$ cat config.mk
export PLATFORM = sky130hd
export DESIGN_NAME = bridge_req_mux
export DESIGN_NICKNAME = d
export VERILOG_FILES = /design/src/rtl/bridge_req_mux.sv
export SDC_FILE = /design/constraint.sdc
export NUM_CORES = 1
export LEC_CHECK = 0
export BUFFER_PORTS_ARGS = -buffer_cell sky130_fd_sc_hd__buf_4
export CAP_MARGIN = 10
export CORE_AREA = 4 4 314 316
export DETAILED_ROUTE_END_ITERATION = 7
export DIE_AREA = 0 0 318 320
export PLACE_DENSITY = 0.37
export SLEW_MARGIN = 15
export SYNTH_ARGS = -nofsm -noshare
export SYNTH_HDL_FRONTEND = slang
export SYNTH_SLANG_ARGS = --single-unit
export TNS_END_PERCENT = 10
$ cat constraint.sdc
create_clock -name clk -period 6.2 [get_ports clk]
set_input_delay 1.86 -clock clk [delete_from_list [all_inputs] [get_ports clk]]
set_output_delay 1.86 -clock clk [all_outputs]
set_load 0.02 [all_outputs]
$ cat src/rtl/bridge_req_mux.sv
// bridge_req_mux: round-robin arbiter that funnels NUM_CH core-side bridge
// commands onto one host request port and routes each host response back to
// the channel that issued it. Only one command is outstanding at a time.
// Optional feature: define BRIDGE_REQ_MUX_TIMEOUT_EN to add a WAIT-state
// timeout that synthesises a status 8'hFF response and discards the late reply.
module bridge_req_mux #(
  parameter int unsigned NUM_CH         = 4,
  parameter int unsigned PARAM_W        = 128,
  parameter int unsigned TIMEOUT_CYCLES = 1048576
) (
  input  logic                        clk,
  input  logic                        reset_n,
  input  logic [NUM_CH-1:0]           ch_req_valid,
  output logic [NUM_CH-1:0]           ch_req_ready,
  input  logic [NUM_CH*16-1:0]        ch_req_cmd,
  input  logic [NUM_CH*PARAM_W-1:0]   ch_req_param,
  output logic [NUM_CH-1:0]           ch_resp_valid,
  output logic [7:0]                  ch_resp_status,
  output logic [31:0]                 ch_resp_data,
  output logic                        host_req_valid,
  input  logic                        host_req_ready,
  output logic [15:0]                 host_req_cmd,
  output logic [PARAM_W-1:0]          host_req_param,
  input  logic                        host_resp_valid,
  input  logic [7:0]                  host_resp_status,
  input  logic [31:0]                 host_resp_data,
  output logic                        busy,
  output logic [$clog2(NUM_CH)-1:0]   grant_id,
  output logic                        timeout_pulse
);

  localparam int unsigned ID_W = $clog2(NUM_CH);

  typedef enum logic [1:0] {S_IDLE, S_ISSUE, S_WAIT, S_RESP} state_e;

  state_e              state_q, state_d;
  logic [ID_W-1:0]     rr_ptr_q, rr_ptr_d;
  logic [ID_W-1:0]     grant_q, grant_d;
  logic [15:0]         cmd_q, cmd_d;
  logic [PARAM_W-1:0]  param_q, param_d;
  logic [7:0]          status_q, status_d;
  logic [31:0]         data_q, data_d;
  logic [NUM_CH-1:0]   resp_vld_q, resp_vld_d;
  logic                host_vld_q, host_vld_d;
  logic                busy_q, busy_d;
  logic                stale_q, stale_d;
  logic                win_found;
  logic [ID_W-1:0]     win_idx;
  logic                resp_ok;
`ifdef BRIDGE_REQ_MUX_TIMEOUT_EN
  logic [31:0]         cnt_q, cnt_d;
  logic                tmo_q, tmo_d;
`else
  logic                unused_timeout;
  assign unused_timeout = ^32'(TIMEOUT_CYCLES);
`endif

  // Round-robin search starting just after the last granted channel
  always_comb begin
    win_found = 1'b0;
    win_idx   = '0;
    for (int unsigned i = 1; i <= NUM_CH; i++) begin
      if (!win_found && ch_req_valid[ID_W'((32'(rr_ptr_q) + i) % NUM_CH)]) begin
        win_found = 1'b1;
        win_idx   = ID_W'((32'(rr_ptr_q) + i) % NUM_CH);
      end
    end
  end

  // Next-state and registered-output computation
  always_comb begin
    state_d      = state_q;
    rr_ptr_d     = rr_ptr_q;
    grant_d      = grant_q;
    cmd_d        = cmd_q;
    param_d      = param_q;
    status_d     = status_q;
    data_d       = data_q;
    stale_d      = stale_q;
    ch_req_ready = '0;
`ifdef BRIDGE_REQ_MUX_TIMEOUT_EN
    cnt_d        = cnt_q;
    tmo_d        = 1'b0;
`endif

    // A reply owed to a timed-out command is swallowed wherever it lands
    resp_ok = host_resp_valid && !stale_q;
    if (host_resp_valid && stale_q) stale_d = 1'b0;

    case (state_q)
      S_IDLE: begin
        if (win_found && reset_n) begin
          ch_req_ready = NUM_CH'(1) << win_idx;
          cmd_d        = ch_req_cmd[32'(win_idx)*16 +: 16];
          param_d      = ch_req_param[32'(win_idx)*PARAM_W +: PARAM_W];
          grant_d      = win_idx;
          rr_ptr_d     = win_idx;
          state_d      = S_ISSUE;
        end
      end
      S_ISSUE: begin
        if (host_req_ready) begin
          state_d = S_WAIT;
`ifdef BRIDGE_REQ_MUX_TIMEOUT_EN
          cnt_d   = '0;
`endif
        end
      end
      S_WAIT: begin
        if (resp_ok) begin
          status_d = host_resp_status;
          data_d   = host_resp_data;
          state_d  = S_RESP;
        end
`ifdef BRIDGE_REQ_MUX_TIMEOUT_EN
        else if (cnt_q == 32'(TIMEOUT_CYCLES - 1)) begin
          status_d = 8'hFF;
          data_d   = 32'h0;
          tmo_d    = 1'b1;
          stale_d  = 1'b1;
          state_d  = S_RESP;
        end else begin
          cnt_d = cnt_q + 32'd1;
        end
`endif
      end
      S_RESP: state_d = S_IDLE;
      default: state_d = S_IDLE;
    endcase

    host_vld_d = (state_d == S_ISSUE);
    busy_d     = (state_d != S_IDLE);
    resp_vld_d = (state_d == S_RESP) ? (NUM_CH'(1) << grant_d) : '0;
  end

  // State and output registers
  always_ff @(posedge clk or negedge reset_n) begin
    if (!reset_n) begin
      state_q    <= S_IDLE;
      rr_ptr_q   <= ID_W'(NUM_CH - 1);
      grant_q    <= '0;
      cmd_q      <= '0;
      param_q    <= '0;
      status_q   <= '0;
      data_q     <= '0;
      resp_vld_q <= '0;
      host_vld_q <= 1'b0;
      busy_q     <= 1'b0;
      stale_q    <= 1'b0;
`ifdef BRIDGE_REQ_MUX_TIMEOUT_EN
      cnt_q      <= '0;
      tmo_q      <= 1'b0;
`endif
    end else begin
      state_q    <= state_d;
      rr_ptr_q   <= rr_ptr_d;
      grant_q    <= grant_d;
      cmd_q      <= cmd_d;
      param_q    <= param_d;
      status_q   <= status_d;
      data_q     <= data_d;
      resp_vld_q <= resp_vld_d;
      host_vld_q <= host_vld_d;
      busy_q     <= busy_d;
      stale_q    <= stale_d;
`ifdef BRIDGE_REQ_MUX_TIMEOUT_EN
      cnt_q      <= cnt_d;
      tmo_q      <= tmo_d;
`endif
    end
  end

  assign ch_resp_valid  = resp_vld_q;
  assign ch_resp_status = status_q;
  assign ch_resp_data   = data_q;
  assign host_req_valid = host_vld_q;
  assign host_req_cmd   = cmd_q;
  assign host_req_param = param_q;
  assign busy           = busy_q;
  assign grant_id       = grant_q;
`ifdef BRIDGE_REQ_MUX_TIMEOUT_EN
  assign timeout_pulse  = tmo_q;
`else
  assign timeout_pulse  = 1'b0;
`endif

endmodule

== Word-level counts from Yosys, hierarchy flattened ==
Index checks and enable logic that the tools add are counted.

* Shifts and indexed selects: 4
* Equal/unequal tests: 5
* Muxes and demuxes: 25
* Order comparisons: 4
* Add/subtract/negate cells: 4
* Reductions and logical operators: 11

{| class="wikitable"
|+ Operators by type and width
! kind !! count
|-
| variable part select 512 x 10 -> 128 bit || 1
|-
| variable part select 64 x 7 -> 16 bit || 1
|-
| two-way mux 2 bit || 9
|-
| < comparator 2 x 3 -> 1 bit (second input constant) || 4
|-
| two-way mux 4 bit || 3
|-
| binary-select mux 1 bit (select 2 bit) || 4
|-
| two-way mux 1 bit || 8
|-
| case mux 2 bit (4 select lines) || 1
|-
| left shift 1 x 2 -> 4 bit (first input constant) || 2
|-
| == test 2 bit (second input constant) || 3
|-
| adder 2 x 1 -> 2 bit (second input constant) || 2
|-
| adder 2 bit (second input constant) || 2
|-
| == test 2 x 1 -> 1 bit (second input constant) || 2
|-
| logical AND 1 bit || 4
|-
| AND reduction 2 bit || 2
|-
| zero test 1 bit || 3
|-
| zero test 2 bit || 1
|-
| nonzero test 2 bit || 1
|}

* Register bits after elaboration: 196
* Output and inout port bits: 197
* Word-level logic and storage cells: 63

== Longest topological paths before layout ==
Gate-level depths: netlist of the first run.

* Depth after elaboration: 18
* Mapped depth: 9
* Mapped depth without buffers: 5

== Worst setup path before layout of the first run ==
Ideal clock, no wire load.

* Kind: input to output
* Start point: in ch_req_valid[0]
* End point: out ch_req_ready[1]
* Data required time: 4.340 ns
* Stages on the path: 6
* Path buffers: 2
* Arrival time: 3.267 ns
* Path slack: 1.073 ns
* Cells stage by stage: or2_2 o311ai_2 nor2_2 buf_2 buf_2 and2_1

* Cells in the longest elaborated chain, start to end: 15
* Elaborated cells between the ends (all ways): 26
* Those cells by class: shift: 1; mux: 18; reduce/logical: 7

{| class="wikitable"
|+ Ends and longest elaborated chain
! item !! line !! RTL
|-
| start: declaration || 13 || <nowiki>input logic [NUM_CH-1:0] ch_req_valid,</nowiki>
|-
| binary-select mux 1 bit (select 2 bit) || 63 || <nowiki>if (!win_found && ch_req_valid[ID_W'((32'(rr_ptr_q) + i) % NUM_CH)]) begin</nowiki>
|-
| two-way mux 1 bit (not written as such) || 63 ||
|-
| two-way mux 1 bit || 63 ||
|-
| zero test 1 bit || 63 ||
|-
| logical AND 1 bit || 63 ||
|-
| two-way mux 1 bit || 63 ||
|-
| zero test 1 bit || 63 ||
|-
| logical AND 1 bit || 63 ||
|-
| two-way mux 1 bit || 63 ||
|-
| zero test 1 bit || 63 ||
|-
| logical AND 1 bit || 63 ||
|-
| two-way mux 2 bit or two-way mux 1 bit (tied branches) || 63 ||
|-
| left shift 1 x 2 -> 4 bit or logical AND 1 bit (tied branches) || 93, 92 ||
|-
| two-way mux 4 bit (*) || 92 || <nowiki>if (win_found && reset_n) begin</nowiki>
|-
| two-way mux 4 bit (*) || 90 || <nowiki>case (state_q)</nowiki>
|-
| end: declaration || 14 || <nowiki>output logic [NUM_CH-1:0] ch_req_ready,</nowiki>
|}

Mark *: on every way between the ends. The rest lies on a longest branch, timed or not. The select of a mux whose other input is x is not followed.

== Worst setup path in the final report of the first run ==
* Start point: in ch_req_valid[0]
* End point: out ch_req_ready[2]

The elaborated chain is that of the path after synthesis.

==> impl_metrics.json, run 1 <==
{
  "fin_area_um2": 19800,
  "p_leak_nw": 9.08,
  "fp.coreArea_um2": 96000,
  "min_period_over_period": 0.829,
  "cp_slowest_cell": "o311a_1",
  "hpwl_um": 53200,
  "numCtsBuffers": 17,
  "placed_cell_area_um2": 19200,
  "drive_gt1_frac": 0.562,
  "num_vias": 13049,
  "io_pins": 821,
  "path_class": "in2out",
  "dr.pass1.iters": 5,
  "syn_area_per_cell_um2": 10.2,
  "post_drt_wl_per_cell_um": 22.2,
  "die_h_um": 320,
  "synth_cell_types": 41,
  "cp-end-kind": "output pin",
  "yosys_register_bits": 196,
  "die_w_um": 318,
  "numClockSinks": 196,
  "crit_family": "simple AND/OR/NAND/NOR gates",
  "synth.area.top_cells": "dfrtp_1 42%, a221o_1 12%, mux2_2 12%",
  "arrival_ns": 3.28,
  "post-place-ws_ns": 1.07,
  "min_path_type": "reg2reg",
  "postLayoutCoreUtil": 0.207,
  "finalCriticalPeriod_ns": 5.14,
  "track_usage": 0.131,
  "path_max_fanout": 16,
  "path_cells": "buf_4 > or2_2 > o311a_1 > nand2_4 > nor2_1 > buf_4",
  "drv_slew": 0,
  "synth_ff_type": "dfrtp_1",
  "grt_pass1_vias": 13929,
  "ff_latch_area_um2": 4910,
  "grt_max_degree": 145,
  "ant_nets": 0,
  "syn_area_um2": 11700,
  "fin_worst_skew_ns": 0.0172,
  "setup_viol": 0,
  "htree_num_levels": 4,
  "syn_inst": 1140,
  "hold_viol_final": 0,
  "holdWs_ns": 0.512,
  "wirelength_um": 70500,
  "finalNetCount": 2509,
  "yosysTopAreaCellShare": 0.416,
  "maxCapViolCount": 0,
  "relSlewSlack": 0.271,
  "first_iter_violations": 746,
  "grt_pass1_wl_um": 99800,
  "status": "completed",
  "place_congestion": 0.872,
  "start_kind": "input pin",
  "areaGrowthSynthToFinish_pct": 69.9,
  "pwr_density_cell_nw_per_um2": 422,
  "clkTransAtPathRegs_ns": 0.07,
  "clk-insertion-delay-late_ns": 0.50,
  "required_ns": 4.34,
  "multi_input_comb_area_um2": 6230,
  "cts_resized": 0,
  "fillers": 10603,
  "drcViolationCount": 0,
  "tightest_slew_ns": 1.09,
  "antenna_found_initial": 4,
  "post_cts_buffers": 0,
  "synth-edff-count": 0,
  "synth-async-reset-ratio": 1.00,
  "rsz0062_at_grt": "false",
  "grt_overflow": 0,
  "ir_drop_mv": 0.188,
  "cts_root_buf": "clkbuf_16",
  "max_freq_mhz": 195,
  "rows": 114,
  "yosysWarningCount": 0,
  "holdBufCountCts": 0,
  "fin_setup_tns_ns": 0,
  "viasPerCell": 4.11,
  "synth_area_leader_cell": "dfrtp_1",
  "yosysSeqAreaShare": 0.420,
  "cpMostUsedCell": "buf_4",
  "io_buffer_count": 819,
  "clock_path_buffers": 2,
  "cts_tree": "built",
  "syn_nets": 1764,
  "critical_path_buf_inv_count": 2,
  "fin_ws_ns": 1.06,
  "start_util": 0.122,
  "slowest_delay_ns": 0.43,
  "fp.dieArea_um2": 102000
}
## registers in the layout (all words and copies together) (netlist names)
signal          count
host_req_valid      1
rr_ptr_q            2
ch_resp_status      8
host_req_cmd       16
grant_id            2
state_q             2
busy                1
ch_resp_data       32
ch_resp_valid       4
host_req_param    128
## report_power, final
group | internal [mW] | leakage (nW) | switching [mW] | total [mW]
sequential | 1.88 | 2.43 | 0.395 | 2.28
combinational | 2.18 | 6.36 | 2.71 | 4.89
clock | 0.560 | 0.291 | 0.644 | 1.20
## Yosys cell counts (all sizes together) (3+ instances only)
master / n
a21oi: 146
a221o: 144
and2: 3
buf: 41
clkbuf: 90
dfrtp: 194
inv: 3
mux2: 184
nand2: 4
nand3: 144
nor2: 12
o21ai: 147
## metrics by stage
step	instances	power [mW]
after floorplan	1140	4.95
after global placement	3142	7.25
after detailed placement	3142	7.27
after CTS	3174	8.54
after global routing	3174	8.87
final	3175	8.37
## kinds of logic after synthesis
group	after synthesis	synth area share
muxes	185	0.192
other	1	0.000321
DFF	196	0.420
buffers and inverters	134	0.0516
AOI/OAI and AO/OA	450	0.261
and+or+nand+nor	174	0.0751
## cell type report
cell class / count / share of cell area
clock inverters: 13 / 0.00681
well taps: 1276 / 0.0805
inverters: 3 / 0.000568
clock buffers: 19 / 0.0228
multi-input cells: 810 / 0.314
diodes: 1 / 0.000126
flip-flops and latches: 196 / 0.247
repair buffers: 857 / 0.328
## final timing paths
path	from	to	slack (ns)	cells after the start
max reg2reg	rr_ptr_q[1]	host_req_cmd[4]	2.91	7
max	ch_req_valid[0]	ch_req_ready[2]	1.06	6
min	ch_resp_status[0]	ch_resp_status[0]	0.51	1
min in group asynchronous	reset_n	ch_resp_status[3]	1.51	2
min reg2reg	ch_resp_status[0]	ch_resp_status[0]	0.51	1
max in group asynchronous	reset_n	host_req_param[28]	2.67	4
## layer usage
layer / global-route usage / vias to the layer above / part of all wire
li1: - / 5890 / -
met1: 0.154 / 6489 / 0.40
met2: 0.230 / 595 / 0.51
met3: 0.0386 / 71 / 0.070
met4: 0.0403 / 4 / 0.023
met5: 0 / - / 0.00048
## cell usage in the layout (no fill, tap or decap), types with 2 or more instances in the layout
cell	n
dfstp_2	2
nand3_1	144
inv_8	6
dfrtp_1	194
a21oi_1	146
nor2_4	2
nor3_1	2
clkbuf_8	2
clkinv_2	2
and2_1	3
nand2b_1	2
mux2_1	20
inv_1	3
a221o_1	144
nor2_1	10
o21ai_0	146
nor2b_1	2
buf_12	5
nand2_1	3
buf_4	851
mux2_2	124
clkinv_8	2
clkbuf_16	17
mux2_4	40
Power figures use the tool's default switching activity.
==> run 2, diff against run 1 <==
--- a/config.mk
+++ b/config.mk
@@ -5,12 +5,13 @@
 export SDC_FILE = /design/constraint.sdc
 export NUM_CORES = 1
 export LEC_CHECK = 0
+export ABC_AREA = 1
 export BUFFER_PORTS_ARGS = -buffer_cell sky130_fd_sc_hd__buf_4
 export CAP_MARGIN = 10
-export CORE_AREA = 4 4 314 316
+export CORE_AREA = 4 4 318 320
 export DETAILED_ROUTE_END_ITERATION = 7
-export DIE_AREA = 0 0 318 320
-export PLACE_DENSITY = 0.37
+export DIE_AREA = 0 0 322 324
+export PLACE_DENSITY = 0.39
 export SLEW_MARGIN = 15
 export SYNTH_ARGS = -nofsm -noshare
 export SYNTH_HDL_FRONTEND = slang
==> constraint.sdc (replaced) <==
create_clock -name clk -period 4.7 [get_ports clk]
set_input_delay 1.41 -clock clk [delete_from_list [all_inputs] [get_ports clk]]
set_output_delay 1.41 -clock clk [all_outputs]
set_load 0.02 [all_outputs]
==> run 2 against run 1 <==
  * Synthesized cell count increased by 79%
  * Sequential cell count unchanged
  * Final cell count rose by 28%
  * Worst setup slack got worse by 0.62 ns
  * Highest routed layer is now met4
  * Critical endpoint is now ch_req_ready[1]
  * Routed wire length increased by 9.3%
==> impl_metrics.json, run 2 <==
{
  "ant_nets": 0,
  "grt_pass1_wl_um": 108000,
  "fillers": 11257,
  "maxCapViolCount": 0,
  "drv_slew": 0,
  "finalCriticalPeriod_ns": 4.26,
  "largest_reg_flops": 128,
  "rows": 115,
  "post_cts_buffers": 0,
  "clk-insertion-delay-late_ns": 0.52,
  "slowest_delay_ns": 0.32,
  "ir_drop_mv": 0.992,
  "num_vias": 15823,
  "holdBufCountCts": 0,
  "cts_resized": 0,
  "synth-async-reset-ratio": 1.00,
  "numClockSinks": 196,
  "p_leak_nw": 12.2,
  "grt_max_degree": 136,
  "synth.area.top_cells": "dfrtp_1 36%, nand2_1 19%, inv_1 12%",
  "relSlewSlack": 0.309,
  "synth_simple_gate_area_frac": 0.342,
  "reg2reg_to": "host_req_param[47]",
  "yosysSeqAreaShare": 0.363,
  "grt_overflow": 0,
  "synth_ff_type": "dfrtp_1",
  "arrival_ns": 2.85,
  "fin_worst_skew_ns": 0.0166,
  "syn_nets": 2661,
  "path_max_fanout": 6,
  "r2r_start": "rr_ptr_q[0]",
  "path_cells": "buf_4 > nand2_1 > nand2_1 > nand2_1 > inv_1 > a31oi_1 > nand3_4 > nor3_1 > buf_4 > buf_4",
  "fin_setup_tns_ns": 0,
  "areaGrowthSynthToFinish_pct": 60.1,
  "first_iter_violations": 1006,
  "rrSetupSlack_ns": 1.43,
  "yosysWarningCount": 0,
  "post_drt_wl_per_cell_um": 18.9,
  "fp.dieArea_um2": 104000,
  "grt_pass1_vias": 15934,
  "clock_path_buffers": 2,
  "io_buffer_count": 819,
  "synthTopCellsByCount": "673 x nand2_1, 433 x inv_1, 220 x nand3_1",
  "synth_area_leader_cell": "dfrtp_1",
  "endpoint": "ch_req_ready[1]",
  "max_freq_mhz": 235,
  "rr_worst_depth": 14,
  "synth_top_family_by_area": "simple AND/OR/NAND/NOR gates",
  "yosysTopAreaCellShare": 0.359,
  "path_class": "in2out",
  "min_path_type": "reg2reg",
  "yosys_register_bits": 196,
  "viasPerCell": 3.89,
  "start_util": 0.138,
  "status": "completed",
  "cp-startpoint": "ch_req_valid[2]",
  "synthMuxAreaShare": 0.0333,
  "syn_inst": 2037,
  "rsz0062_at_grt": "false",
  "synth_cell_types": 27,
  "syn_area_per_cell_um2": 6.63,
  "synth-edff-count": 0,
  "syn_area_um2": 13500,
  "setup_viol": 0,
  "layout_commonest_cell": "buf_4",
  "finalNetCount": 3386,
  "cp_slowest_cell": "a31oi_1",
  "synth-xor-area-share": 0,
  "pwr_density_cell_nw_per_um2": 775,
  "drcViolationCount": 0,
  "dr.pass1.iters": 6,
  "final_cell_mix": "845 x buf_4, 673 x nand2_1, 433 x inv_1",
  "hpwl_um": 59000,
  "place_congestion": 0.815,
  "cts_root_buf": "clkbuf_16",
  "tightest_slew_ns": 1.04,
  "die_h_um": 324,
  "fp.coreArea_um2": 98100,
  "holdWs_ns": 0.484,
  "htree_num_levels": 4,
  "min_period_over_period": 0.906,
  "hold_viol_final": 0,
  "synth_compound_area_frac": 0.0877,
  "io_pins": 821,
  "cts_tree": "built",
  "synth.most_common_cell": "nand2_1",
  "wirelength_um": 77000,
  "antenna_found_initial": 5,
  "clkTransAtPathRegs_ns": 0.08,
  "die_w_um": 322,
  "numCtsBuffers": 17,
  "required_ns": 3.29,
  "synthAdderAreaFrac": 0,
  "cp-end-kind": "output pin",
  "start_kind": "input pin",
  "drive_gt1_frac": 0.342,
  "track_usage": 0.140
}
==> run 2: cell types whose count changed after synthesis, sizes merged, moves of 79 or more <==
cell,before,now
mux2,184,40
a221o,144,0
nand4,0,137
o211ai,0,154
nand3,144,223
a21oi,146,0
inv,3,439
nand2,4,675
o21ai,147,3
==> run 2: layout make-up <==
type / count / area [um^2] / area share
timing repair buffer: 856 / 6560 / 0.303
multi-input combinational: 1251 / 6310 / 0.292
antenna: 6 / 15.0 / 0.000694
clock inverter: 14 / 141 / 0.00653
clock buffer: 18 / 439 / 0.0203
sequential: 196 / 4910 / 0.227
tap: 1287 / 1610 / 0.0744
inverter: 440 / 1650 / 0.0763
==> run 2: logic make-up (layout without fill, tap and decap cells) <==
logic type,after synthesis,in the layout
simple gates,1051,1051
buf+inv,590,1328
flops,196,196
compound gates,159,159
mux,40,40
other cells,1,7
==> run 2: worst max-delay path: cells and delay by family <==
kind	cells	cell delay, ns
buf+inv	4	0.49
simple gates	5	0.62
compound gates	1	0.32
==> run 2: metrics by stage <==
| step | worst slack [ns] | util | area, um^2 | cells | power, mW |
|---|---|---|---|---|---|
| 2_1_floorplan | 0.448 | - | 13500 | 2037 | 10.8 |
| 3_3_place_gp | 0.412 | 0.214 | 21000 | 4030 | 15.4 |
| 3_5_place_dp | 0.388 | 0.214 | 21000 | 4030 | 15.4 |
| 4_1_cts | 0.370 | 0.220 | 21600 | 4062 | 17.1 |
| 5_1_grt | 0.223 | 0.220 | 21600 | 4067 | 18.3 |
| 6_report | 0.442 | 0.221 | 21600 | 4068 | 16.8 |
==> run 2: how the worst min path moves through the flow <==
stage | startpoint | end | slack [ns] | depth (start not counted)
2_1_floorplan | state_q[0] | state_q[1] | 0.51 | 2
3_3_place_gp | host_req_param[91] | host_req_param[91] | 0.47 | 2
3_5_place_dp | host_req_param[0] | host_req_param[0] | 0.47 | 2
4_1_cts | host_req_param[4] | host_req_param[4] | 0.49 | 2
5_1_grt | host_req_param[115] | host_req_param[115] | 0.50 | 2
6_report | host_req_param[105] | host_req_param[105] | 0.48 | 2
==> run 2: where the power goes <==
part	total (mW)	switching [mW]	internal [mW]	leakage, nW
clock	1.57	0.848	0.718	0.280
sequential	3.06	0.509	2.55	2.41
combinational	12.1	8.10	4.04	9.55
==> run 2: metal layers <==
metal  wire length, um  vias to the layer above  share of wire  track usage
li1                  -                     7898              -            -
met1             32200                     7426           0.42        0.172
met3              4560                       58          0.059       0.0341
met4              1550                        0          0.020       0.0480
met2             38700                      441           0.50        0.238
met5                 0                        -              0            0
